$ cat src/rtl/systolic_ctrl_if.sv
// ---------------------------------------------------------------------------
// systolic_ctrl_if
// Purpose : bundles the job handshake and the memory / MAC-array control
//           signals of systolic_ctrl into one interface.
// Signals : start, rows              - job request (driven by the master)
//           busy, done                - job status
//           w_rd_en, w_addr           - weight memory read port
//           d_rd_en, d_addr           - data memory read port
//           load_weight, swap_weights,
//           run                       - broadcast MAC array controls
//           acc_valid, acc_row        - finished result row qualifier/index
//           cycle_count               - busy-cycle counter, only present
//                                       when SYSTOLIC_CTRL_PERF_EN is defined
// Modports: master - the job requester / observer
//           slave  - the controller itself
// ---------------------------------------------------------------------------
interface systolic_ctrl_if #(
  parameter int N     = 4,
  parameter int ROW_W = 16
) ();

  logic                 start;
  logic [ROW_W-1:0]     rows;
  logic                 busy;
  logic                 done;
  logic                 w_rd_en;
  logic [$clog2(N)-1:0] w_addr;
  logic                 d_rd_en;
  logic [ROW_W-1:0]     d_addr;
  logic                 load_weight;
  logic                 swap_weights;
  logic                 run;
  logic                 acc_valid;
  logic [ROW_W-1:0]     acc_row;
`ifdef SYSTOLIC_CTRL_PERF_EN
  logic [31:0]          cycle_count;
`endif

`ifdef SYSTOLIC_CTRL_PERF_EN
  modport master (
    output start, rows,
    input  busy, done, w_rd_en, w_addr, d_rd_en, d_addr,
           load_weight, swap_weights, run, acc_valid, acc_row, cycle_count
  );

  modport slave (
    input  start, rows,
    output busy, done, w_rd_en, w_addr, d_rd_en, d_addr,
           load_weight, swap_weights, run, acc_valid, acc_row, cycle_count
  );
`else
  modport master (
    output start, rows,
    input  busy, done, w_rd_en, w_addr, d_rd_en, d_addr,
           load_weight, swap_weights, run, acc_valid, acc_row
  );

  modport slave (
    input  start, rows,
    output busy, done, w_rd_en, w_addr, d_rd_en, d_addr,
           load_weight, swap_weights, run, acc_valid, acc_row
  );
`endif

endinterface

$ cat src/rtl/systolic_ctrl.sv
// ---------------------------------------------------------------------------
// systolic_ctrl
// Purpose : sequences one matrix job on an N x N weight-stationary systolic
//           array: loads the N weight rows (bottom row first), swaps them
//           into the active weight registers, streams M data vectors, keeps
//           the array running through skew and drain, and flags each
//           finished result row at the bottom of the array.
// Ports   : clk   - single clock, rising edge
//           rst_n - asynchronous active-low reset
//           bus   - systolic_ctrl_if.slave (start/rows in; status, memory
//                   read strobes/addresses and array controls out)
// Params  : N     - array dimension (N >= 2)
//           ROW_W - width of the row count and data/result addresses
// Option  : SYSTOLIC_CTRL_PERF_EN - when defined, adds bus.cycle_count, a
//           saturating count of busy cycles for the last job.
// ---------------------------------------------------------------------------
module systolic_ctrl #(
  parameter int N     = 4,
  parameter int ROW_W = 16
) (
  input  logic           clk,
  input  logic           rst_n,
  systolic_ctrl_if.slave bus
);

  localparam int AW = $clog2(N);
  // Phase counter must reach 2N + M - 1 with M up to 2^ROW_W - 1.
  localparam int CW = ROW_W + $clog2(N) + 3;
  localparam logic [CW-1:0] LOAD_LAST = CW'(N - 1);
  localparam logic [CW-1:0] SKEW      = CW'(2 * N);

  typedef enum logic [2:0] {IDLE, LOAD, SWAP, RUN, DONE} state_t;

  state_t           r_state;
  state_t           w_state_nxt;
  logic [CW-1:0]    r_cnt;
  logic [CW-1:0]    w_cnt_nxt;
  logic [ROW_W-1:0] r_rows;
  logic [CW-1:0]    w_rows_ext;
  logic             w_accept;

  // Next-cycle output values decoded from the current state.
  logic             w_nxt_busy;
  logic             w_nxt_done;
  logic             w_nxt_w_rd_en;
  logic [AW-1:0]    w_nxt_w_addr;
  logic             w_nxt_d_rd_en;
  logic [ROW_W-1:0] w_nxt_d_addr;
  logic             w_nxt_swap;
  logic             w_nxt_run;
  logic             w_nxt_acc_valid;
  logic [ROW_W-1:0] w_nxt_acc_row;

  logic             r_busy;
  logic             r_done;
  logic             r_w_rd_en;
  logic [AW-1:0]    r_w_addr;
  logic             r_d_rd_en;
  logic [ROW_W-1:0] r_d_addr;
  logic             r_load_weight;
  logic             r_swap;
  logic             r_run;
  logic             r_acc_valid;
  logic [ROW_W-1:0] r_acc_row;

  assign w_accept   = (r_state == IDLE) && bus.start;
  assign w_rows_ext = {{(CW - ROW_W){1'b0}}, r_rows};

  always_ff @(posedge clk or negedge rst_n) begin
    if (!rst_n) begin
      r_state <= IDLE;
      r_cnt   <= '0;
      r_rows  <= '0;
    end else begin
      r_state <= w_state_nxt;
      r_cnt   <= w_cnt_nxt;
      if (w_accept) begin
        r_rows <= bus.rows;
      end
    end
  end

  // All outputs are registered, so the decode below produces the values for
  // the cycle after the current one. LOAD lasts N cycles, SWAP two cycles
  // (covers the trailing load_weight and then the swap), RUN lasts 2N + M
  // cycles relative to the end of SWAP, DONE one cycle. A start arriving
  // while DONE is being left is ignored because only IDLE samples it.
  always_comb begin
    w_state_nxt     = r_state;
    w_cnt_nxt       = r_cnt + CW'(1);
    w_nxt_busy      = (r_state != IDLE);
    w_nxt_done      = 1'b0;
    w_nxt_w_rd_en   = 1'b0;
    w_nxt_w_addr    = '0;
    w_nxt_d_rd_en   = 1'b0;
    w_nxt_d_addr    = '0;
    w_nxt_swap      = 1'b0;
    w_nxt_run       = 1'b0;
    w_nxt_acc_valid = 1'b0;
    w_nxt_acc_row   = '0;
    unique case (r_state)
      IDLE: begin
        w_cnt_nxt = '0;
        if (bus.start) begin
          w_state_nxt = LOAD;
        end
      end
      LOAD: begin
        // Bottom weight row is fetched first so it ends up deepest.
        w_nxt_w_rd_en = 1'b1;
        w_nxt_w_addr  = AW'(N - 1) - r_cnt[AW-1:0];
        if (r_cnt == LOAD_LAST) begin
          w_state_nxt = SWAP;
          w_cnt_nxt   = '0;
        end
      end
      SWAP: begin
        if (r_cnt == CW'(1)) begin
          w_nxt_swap  = 1'b1;
          w_state_nxt = (r_rows == '0) ? DONE : RUN;
          w_cnt_nxt   = '0;
        end
      end
      RUN: begin
        if (r_cnt < w_rows_ext) begin
          w_nxt_d_rd_en = 1'b1;
          w_nxt_d_addr  = r_cnt[ROW_W-1:0];
        end
        // run starts one cycle after the first data read (read latency)
        // and keeps going until the last result has drained.
        w_nxt_run = (r_cnt != '0);
        if (r_cnt >= SKEW) begin
          w_nxt_acc_valid = 1'b1;
          w_nxt_acc_row   = ROW_W'(r_cnt - SKEW);
        end
        if (r_cnt == SKEW + w_rows_ext - CW'(1)) begin
          w_state_nxt = DONE;
          w_cnt_nxt   = '0;
        end
      end
      DONE: begin
        w_nxt_done  = 1'b1;
        w_state_nxt = IDLE;
        w_cnt_nxt   = '0;
      end
      default: begin
        w_state_nxt = IDLE;
        w_cnt_nxt   = '0;
      end
    endcase
  end

  // load_weight follows w_rd_en by one cycle to match the memory latency.
  always_ff @(posedge clk or negedge rst_n) begin
    if (!rst_n) begin
      r_busy        <= 1'b0;
      r_done        <= 1'b0;
      r_w_rd_en     <= 1'b0;
      r_w_addr      <= '0;
      r_d_rd_en     <= 1'b0;
      r_d_addr      <= '0;
      r_load_weight <= 1'b0;
      r_swap        <= 1'b0;
      r_run         <= 1'b0;
      r_acc_valid   <= 1'b0;
      r_acc_row     <= '0;
    end else begin
      r_busy        <= w_nxt_busy;
      r_done        <= w_nxt_done;
      r_w_rd_en     <= w_nxt_w_rd_en;
      r_w_addr      <= w_nxt_w_addr;
      r_d_rd_en     <= w_nxt_d_rd_en;
      r_d_addr      <= w_nxt_d_addr;
      r_load_weight <= r_w_rd_en;
      r_swap        <= w_nxt_swap;
      r_run         <= w_nxt_run;
      r_acc_valid   <= w_nxt_acc_valid;
      r_acc_row     <= w_nxt_acc_row;
    end
  end

  assign bus.busy         = r_busy;
  assign bus.done         = r_done;
  assign bus.w_rd_en      = r_w_rd_en;
  assign bus.w_addr       = r_w_addr;
  assign bus.d_rd_en      = r_d_rd_en;
  assign bus.d_addr       = r_d_addr;
  assign bus.load_weight  = r_load_weight;
  assign bus.swap_weights = r_swap;
  assign bus.run          = r_run;
  assign bus.acc_valid    = r_acc_valid;
  assign bus.acc_row      = r_acc_row;

`ifdef SYSTOLIC_CTRL_PERF_EN
  logic [31:0] r_cycle_count;

  // Counts on every edge that makes busy high, so the count already equals
  // the job length while done is visible; it then holds until the next start.
  always_ff @(posedge clk or negedge rst_n) begin
    if (!rst_n) begin
      r_cycle_count <= '0;
    end else if (w_accept) begin
      r_cycle_count <= '0;
    end else if (w_nxt_busy && (r_cycle_count != '1)) begin
      r_cycle_count <= r_cycle_count + 32'd1;
    end
  end

  assign bus.cycle_count = r_cycle_count;
`endif

endmodule
$ cat src/flat_wrapper.sv
// flat-port wrapper written by rule: the top's interface ports become plain ports
module systolic_ctrl_flat 
#(
  parameter int N     = 4,
  parameter int ROW_W = 16
)
  (clk, rst_n, bus_start, bus_rows, bus_busy, bus_done, bus_w_rd_en, bus_w_addr, bus_d_rd_en, bus_d_addr, bus_load_weight, bus_swap_weights, bus_run, bus_acc_valid, bus_acc_row);
  systolic_ctrl_if #(.N(N), .ROW_W(ROW_W)) bus_i ();
  input  logic clk;
  input  logic rst_n;
  input wire logic [$bits(bus_i.start)-1:0] bus_start;
  input wire logic [$bits(bus_i.rows)-1:0] bus_rows;
  output wire logic [$bits(bus_i.busy)-1:0] bus_busy;
  output wire logic [$bits(bus_i.done)-1:0] bus_done;
  output wire logic [$bits(bus_i.w_rd_en)-1:0] bus_w_rd_en;
  output wire logic [$bits(bus_i.w_addr)-1:0] bus_w_addr;
  output wire logic [$bits(bus_i.d_rd_en)-1:0] bus_d_rd_en;
  output wire logic [$bits(bus_i.d_addr)-1:0] bus_d_addr;
  output wire logic [$bits(bus_i.load_weight)-1:0] bus_load_weight;
  output wire logic [$bits(bus_i.swap_weights)-1:0] bus_swap_weights;
  output wire logic [$bits(bus_i.run)-1:0] bus_run;
  output wire logic [$bits(bus_i.acc_valid)-1:0] bus_acc_valid;
  output wire logic [$bits(bus_i.acc_row)-1:0] bus_acc_row;
  assign bus_i.start = bus_start;
  assign bus_i.rows = bus_rows;
  assign bus_busy = bus_i.busy;
  assign bus_done = bus_i.done;
  assign bus_w_rd_en = bus_i.w_rd_en;
  assign bus_w_addr = bus_i.w_addr;
  assign bus_d_rd_en = bus_i.d_rd_en;
  assign bus_d_addr = bus_i.d_addr;
  assign bus_load_weight = bus_i.load_weight;
  assign bus_swap_weights = bus_i.swap_weights;
  assign bus_run = bus_i.run;
  assign bus_acc_valid = bus_i.acc_valid;
  assign bus_acc_row = bus_i.acc_row;
  systolic_ctrl #(.N(N), .ROW_W(ROW_W)) u_core (.clk(clk), .rst_n(rst_n), .bus(bus_i));
endmodule
$ cat config.mk
export PLATFORM = sky130hd
export DESIGN_NAME = systolic_ctrl_flat
export DESIGN_NICKNAME = d
export VERILOG_FILES = /design/src/rtl/systolic_ctrl_if.sv /design/src/rtl/systolic_ctrl.sv /design/src/flat_wrapper.sv
export SDC_FILE = /design/constraint.sdc
export NUM_CORES = 1
export LEC_CHECK = 0
export BUFFER_PORTS_ARGS = -buffer_cell sky130_fd_sc_hd__buf_2
export CAP_MARGIN = 20
export CORE_MARGIN = 2
export CORE_UTILIZATION = 53
export CTS_CLUSTER_SIZE = 14
export DETAILED_ROUTE_END_ITERATION = 10
export PLACE_DENSITY_LB_ADDON = 0.2
export SETUP_SLACK_MARGIN = 0.15
export SLEW_MARGIN = 10
export SYNTH_ARGS = -nofsm -noshare
export SYNTH_HDL_FRONTEND = slang
export SYNTH_SLANG_ARGS = --single-unit
$ cat constraint.sdc
create_clock -name clk -period 3.1 [get_ports clk]
set_clock_uncertainty 0.15 [all_clocks]
set_input_delay 0 -clock clk [delete_from_list [all_inputs] [get_ports clk]]
set_output_delay 0 -clock clk [all_outputs]
set_load 0.005 [all_outputs]
=== After elaboration in Yosys (flattened, before gate mapping) ===
Cells that the tools add are included.

* $add $sub $neg: 5
* $lt $le $gt $ge: 2
* Eq/ne operators: 11
* Mux-type cells: 24
* Reduce and logical (&&, ||, !) cells: 6

{| class="wikitable"
|+ Operator list
! operator !! number
|-
| 2-to-1 mux 16 bit || 4
|-
| 2-to-1 mux 21 bit || 3
|-
| case mux 21 bit (3 select lines) || 1
|-
| adder 21 x 1 -> 21 bit (second input constant) || 1
|-
| equality test 21 x 1 -> 1 bit (second input constant) || 1
|-
| equality test 21 x 2 -> 1 bit (second input constant) || 1
|-
| equality test 21 bit || 1
|-
| greater-or-equal comparator 21 x 4 -> 1 bit (second input constant) || 1
|-
| less-than comparator 21 x 16 -> 1 bit || 1
|-
| nonzero test 21 bit || 1
|-
| subtractor 21 x 1 -> 21 bit (second input constant) || 1
|-
| adder 4 x 16 -> 17 bit (first input constant) || 1
|-
| logical NOT 16 bit || 1
|-
| subtractor 16 x 4 -> 16 bit (second input constant) || 1
|-
| 2-to-1 mux 3 bit || 5
|-
| case mux 3 bit (4 select lines) || 1
|-
| 2-to-1 mux 1 bit || 9
|-
| equality test 3 x 2 -> 1 bit (second input constant) || 2
|-
| != test 2 x 1 -> 1 bit (second input constant) || 3
|-
| AND reduction 4 bit || 1
|-
| equality test 3 x 1 -> 1 bit (second input constant) || 1
|-
| equality test 3 bit (second input constant) || 1
|-
| logical NOT 3 bit || 1
|-
| nonzero test 3 bit || 1
|-
| 4 further kinds || 4
|}

* Bits in registers: 82
* Input port bits: 19
* Output and inout port bits: 42
* Word-level logic and storage cells: 62

=== Logic depth before layout (Yosys ltp) ===
* Depth in word-level cells: 5
* Gate-level depth with buffers: 13
* Mapped depth without buffers: 12

=== Worst setup path after synthesis ===
Ideal clock, no wire load.

* Path type: reg-to-reg
* From: register u_core.r_rows[3]
* To: register u_core.r_cnt[6]
* Library setup time: 0.120 ns
* Arrival time: 3.118 ns
* Required time: 2.830 ns
* Setup slack: -0.288 ns
* Stages on the path, launching flop included: 13
* Clock period less this slack: 3.388 ns
* Path through: dfrtp_1 > ha_1 > xnor2_1 > nand2_1 > or2_1 > or4_4 > a221oi_2 > o2111ai_1 > a2111oi_4 > a21oi_2 > nor2_2 > buf_6 > nor3_2

* Longest elaborated chain between the ends: 5

{| class="wikitable"
|+ Ends and longest elaborated chain
! what !! line !! RTL
|-
| start: declaration || systolic_ctrl.sv:38 || <nowiki>logic [ROW_W-1:0] r_rows;</nowiki>
|-
| start signal: assignment || systolic_ctrl.sv:78 || <nowiki>r_rows <= bus.rows;</nowiki>
|-
| adder 4 x 16 -> 17 bit || systolic_ctrl.sv:136 || <nowiki>if (r_cnt == SKEW + w_rows_ext - CW'(1)) begin</nowiki>
|-
| subtractor 21 x 1 -> 21 bit || systolic_ctrl.sv:136 ||
|-
| equality test 21 bit || systolic_ctrl.sv:136 ||
|-
| 2-to-1 mux 21 bit || systolic_ctrl.sv:136 ||
|-
| case mux 21 bit (3 select lines) || systolic_ctrl.sv:101 || <nowiki>unique case (r_state)</nowiki>
|-
| via u_core.w_cnt_nxt[6] || systolic_ctrl.sv:37 || <nowiki>logic [CW-1:0] w_cnt_nxt;</nowiki>
|-
| end signal: assignment || systolic_ctrl.sv:76 || <nowiki>r_cnt <= w_cnt_nxt;</nowiki>
|-
| end: declaration || systolic_ctrl.sv:36 || <nowiki>logic [CW-1:0] r_cnt;</nowiki>
|}

The timed path passes the listed nets, and every way through them passes these cells.
A chain may end at the register's enable or synchronous reset.

=== Final worst setup path ===
* From: register u_core.r_rows[4]
* To: register u_core.r_cnt[6]

The elaborated chain is that of the path after synthesis.

==> impl_results.md <==
- Flops & latches, synth: a little over 80
- Final Setup Violations: 24
- Post-synth EDFFs: 0
- Commonest non-fill, non-tap cell in the layout: dfrtp_1
- Status: complete, but fails checks
- Worst-path maximum fanout: 10
- Seq/Total Area, Yosys: around two fifths
- Ys flop type: dfrtp_1
- Place WS: -0.140 ns
- Crit-path leading delay family: compound AO/OA/AOI/OAI gates
- Maxcap violations: 0
- Area occupied by multi-input gates: between 0.002 and 0.003 sq mm
- Filler instances: between 700 and 800
- Total CTS buffers: 9
- Wirelength per Cell: 17.0 microns
- Violated checks: negative setup slack
- Worst vdd ir: 0.000256 V
- CP Cell Sequence: ha_4 -> xnor2_4 -> nand4_1 -> xor2_1 -> or3_1 -> a221oi_2 -> o2111ai_2 -> a2111oi_4 -> a21oi_2 -> nor2_4 -> clkbuf_16 -> nor3_2
- Wirelength, routed: about 13000 microns
- Total Routing Usage GR: around 27%
- Die Y: just over 100 microns
- Pins Over Slew Limit: 0
- Final period utilization: 105%
- Largest net degree at the start of global routing: 83
- Initial core utilization: a little over half
- CP max-delay cell: dfrtp_2
- Core area: 0.00915 sq mm
- Adder-cell share of the synthesized area: 6.53%
- Critical path class: register to register
- Simple-gate share of the synthesized area: between 20% and 30%
- Dominant cells by area after synthesis: dfrtp_1 42%, xnor2_1 6.4%, ha_1 6.3%
- Number of global-route vias before repair: 4186
- Mapped Area: about 0.0049 sq mm
- Async S/R FF share, synth: 100%
- Xor/xnor share of the synthesized area: roughly 10%
- Clock slew at reported path FFs: ~0.09 ns
- Ant. Diodes: 0
- Post-synthesis average cell area: 9.47 sq um
- Row count: 35
- Clk sinks: 82
- Die area: 0.0101 sq mm
- Post-Syn Instances: 522
- Hold Crit Class: input pin to register
- FF/Latch Area: just over 0.002 sq mm
- Port bufs: 60
- Worst setup SP type: register
- Rel. slew slack: between 40% and 50%
- Post-synth net total: ~570
- Final WS setup: -0.170 ns
- Yosys warnings: 0
- Biggest cell delay along the critical path: between 0.4 and 0.5 ns
- Synth Area in Compound Gates: around a tenth
- Htree depth: 3
- Die X: 101 microns
- Synth-to-Final Area Change: 26.7%
- Lkg Pwr: around 3.0 nW
- Mux cell area share after synthesis: 1.04%
- Biggest area consumer among synthesized cells: dfrtp_1
- CP Data Required Time: about 3.2 ns
- R2r setup slk: -0.17 ns
- Clock Latency Late Sink: around 0.36 ns
- Most frequent cells in the layout: 80 x dfrtp_1, 59 x buf_2, 54 x buf_4, 43 x nand2_1, 39 x nor2_1
- Grt ovf: 0
- Post-DP HPWL: 9180 microns
- RSZ-0062 raised after global routing: yes
- Detailed Route Iter0 Violations: ~240
- Routed via count: between 4000 and 5000
- FMAX: slightly above 300 MHz
- Initial antenna violation count: 0
- DR vias/cell: approximately 5.6
- Maximum clock insertion buffer count: 2
- PwrDens: 521 mW/mm^2
- Drt pass-1 iters: 5
- # IOs: between 60 and 70
- Slew at the pin closest to its max-slew limit: slightly above 0.8 ns
- CTS tree: built
- Drt drc: 0
- Main combinational cell family by area after synthesis: simple AND/OR/NAND/NOR gates
- Post-route ant nets: 0
- Final Non-Filler Cells: approximately 760
- Placed cells: 716
- Crit end category: register
- Gpl congestion: a little under 0.9
- Buf/Inv on CP: 1
- Minimum clock period: 3.27 ns
- Worst Path Arrival: between 3 and 4 ns
- Share of post-route cells with drive strength above 1: 28.8%
- Clk root buf: clkbuf_8
- First-pass GRT wire length: between 20000 and 25000 microns
- Hold Fails Final Rpt: 0
- Synth cell types: 67
- Synth top area share: ~42%
- NumNets Final: roughly 680
-- cell usage after synthesis, drive strengths merged, types with 4 or more instances --
cell type	instances
o21a	4
a211oi	6
nor4	7
inv	27
nand2	44
nand3	17
and4	14
or2	5
dfrtp	82
a21o	4
or3	8
a21oi	12
ha	25
mux2i	4
and3	18
nor2	61
and2	9
o21ai	25
xor2	14
buf	8
nand2b	4
clkbuf	23
xnor2	36
nand4	15
nor3b	4
nor3	7
-- timing repair --
item                                    in CTS  in global routing
setup buffers                                0                  1
hold endpoints to repair                    99                 18
gates cloned                                 0                  3
resized for setup                            1                  8
hold buffers                                18                  1
pin swaps                                    1                  2
endpoints found under the setup margin      26                 41
-- power by group --
part | internal [mW] | total [mW] | leakage, nW | switching, mW
clock | 0.299 | 0.736 | 0.0795 | 0.437
combinational | 0.560 | 1.12 | 1.88 | 0.558
sequential | 1.26 | 1.41 | 1.02 | 0.149
-- flip-flops by register name, summed over array words and instances (netlist names) --
name	flops
u_core.bus.run	1
u_core.bus.d_addr	16
u_core.bus.done	1
u_core.bus.busy	1
u_core.r_rows	16
u_core.r_cnt	21
u_core.bus.w_rd_en	1
u_core.bus.d_rd_en	1
u_core.r_state	3
u_core.bus.acc_row	16
u_core.bus.load_weight	1
u_core.bus.acc_valid	1
u_core.bus.swap_weights	1
u_core.bus.w_addr	2
-- cell type report --
cell class | count | area share [%]
flip-flops and latches | 82 | 32.8
well taps | 111 | 2.22
inverters | 27 | 1.62
clock buffers | 10 | 2.04
repair buffers | 138 | 16.5
clock inverters | 6 | 0.779
multi-input cells | 382 | 44.0
-- worst register-to-register path, stage by stage (launching register included) --
cell,delay (ns)
dfrtp_2,0.49
ha_4,0.24
xnor2_4,0.17
nand4_1,0.23
xor2_1,0.21
or3_1,0.39
a221oi_2,0.28
o2111ai_2,0.18
a2111oi_4,0.28
a21oi_2,0.12
nor2_4,0.18
clkbuf_16,0.20
nor3_2,0.04
-- final timing paths --
path,startpoint,end,cells after the start
worst max-delay path,u_core.r_rows[4],u_core.r_cnt[6],12
min in group asynchronous,rst_n,u_core.bus.acc_row[11],3
max in group asynchronous,rst_n,u_core.r_cnt[16],4
worst max register to register,u_core.r_rows[4],u_core.r_cnt[6],12
worst min-delay path,bus_rows[5],u_core.r_rows[5],4
worst min register to register,u_core.bus.w_rd_en,u_core.bus.load_weight,0
-- stage by stage --
| step | setup TNS [ns] | instance area [sq um] | total power [mW] | util (%) | hold slack (ns) |
|---|---|---|---|---|---|
| 2_1_floorplan | 0 | 5030 | 2.08 | - | -0.446 |
| 3_3_place_gp | -1.09 | 5760 | 2.46 | 63.0 | 0.0516 |
| 3_5_place_dp | -2.66 | 5760 | 2.49 | 63.0 | 0.0588 |
| 4_1_cts | -3.49 | 6120 | 3.25 | 66.8 | 0.208 |
| 5_1_grt | -7.09 | 6260 | 3.47 | 68.4 | 0.240 |
| 6_report | -3.50 | 6260 | 3.26 | 68.4 | 0.221 |
-- per-layer routing --
| layer | up-vias | part of all wire, % | GRT usage (%) |
|---|---|---|---|
| li1 | 2050 | - | - |
| met1 | 2026 | 46 | 38.6 |
| met2 | 109 | 47 | 42.5 |
| met3 | 19 | 5.0 | 3.81 |
| met4 | 0 | 1.7 | 6.95 |
| met5 | - | 0 | 0 |
-- cell families after synthesis --
kind of cell | Yosys count
simple gates | 223
flops | 82
compound gates | 75
buf+inv | 58
xor+xnor | 53
fa+ha+maj | 26
mux | 5
Power figures use the tool's default switching activity.
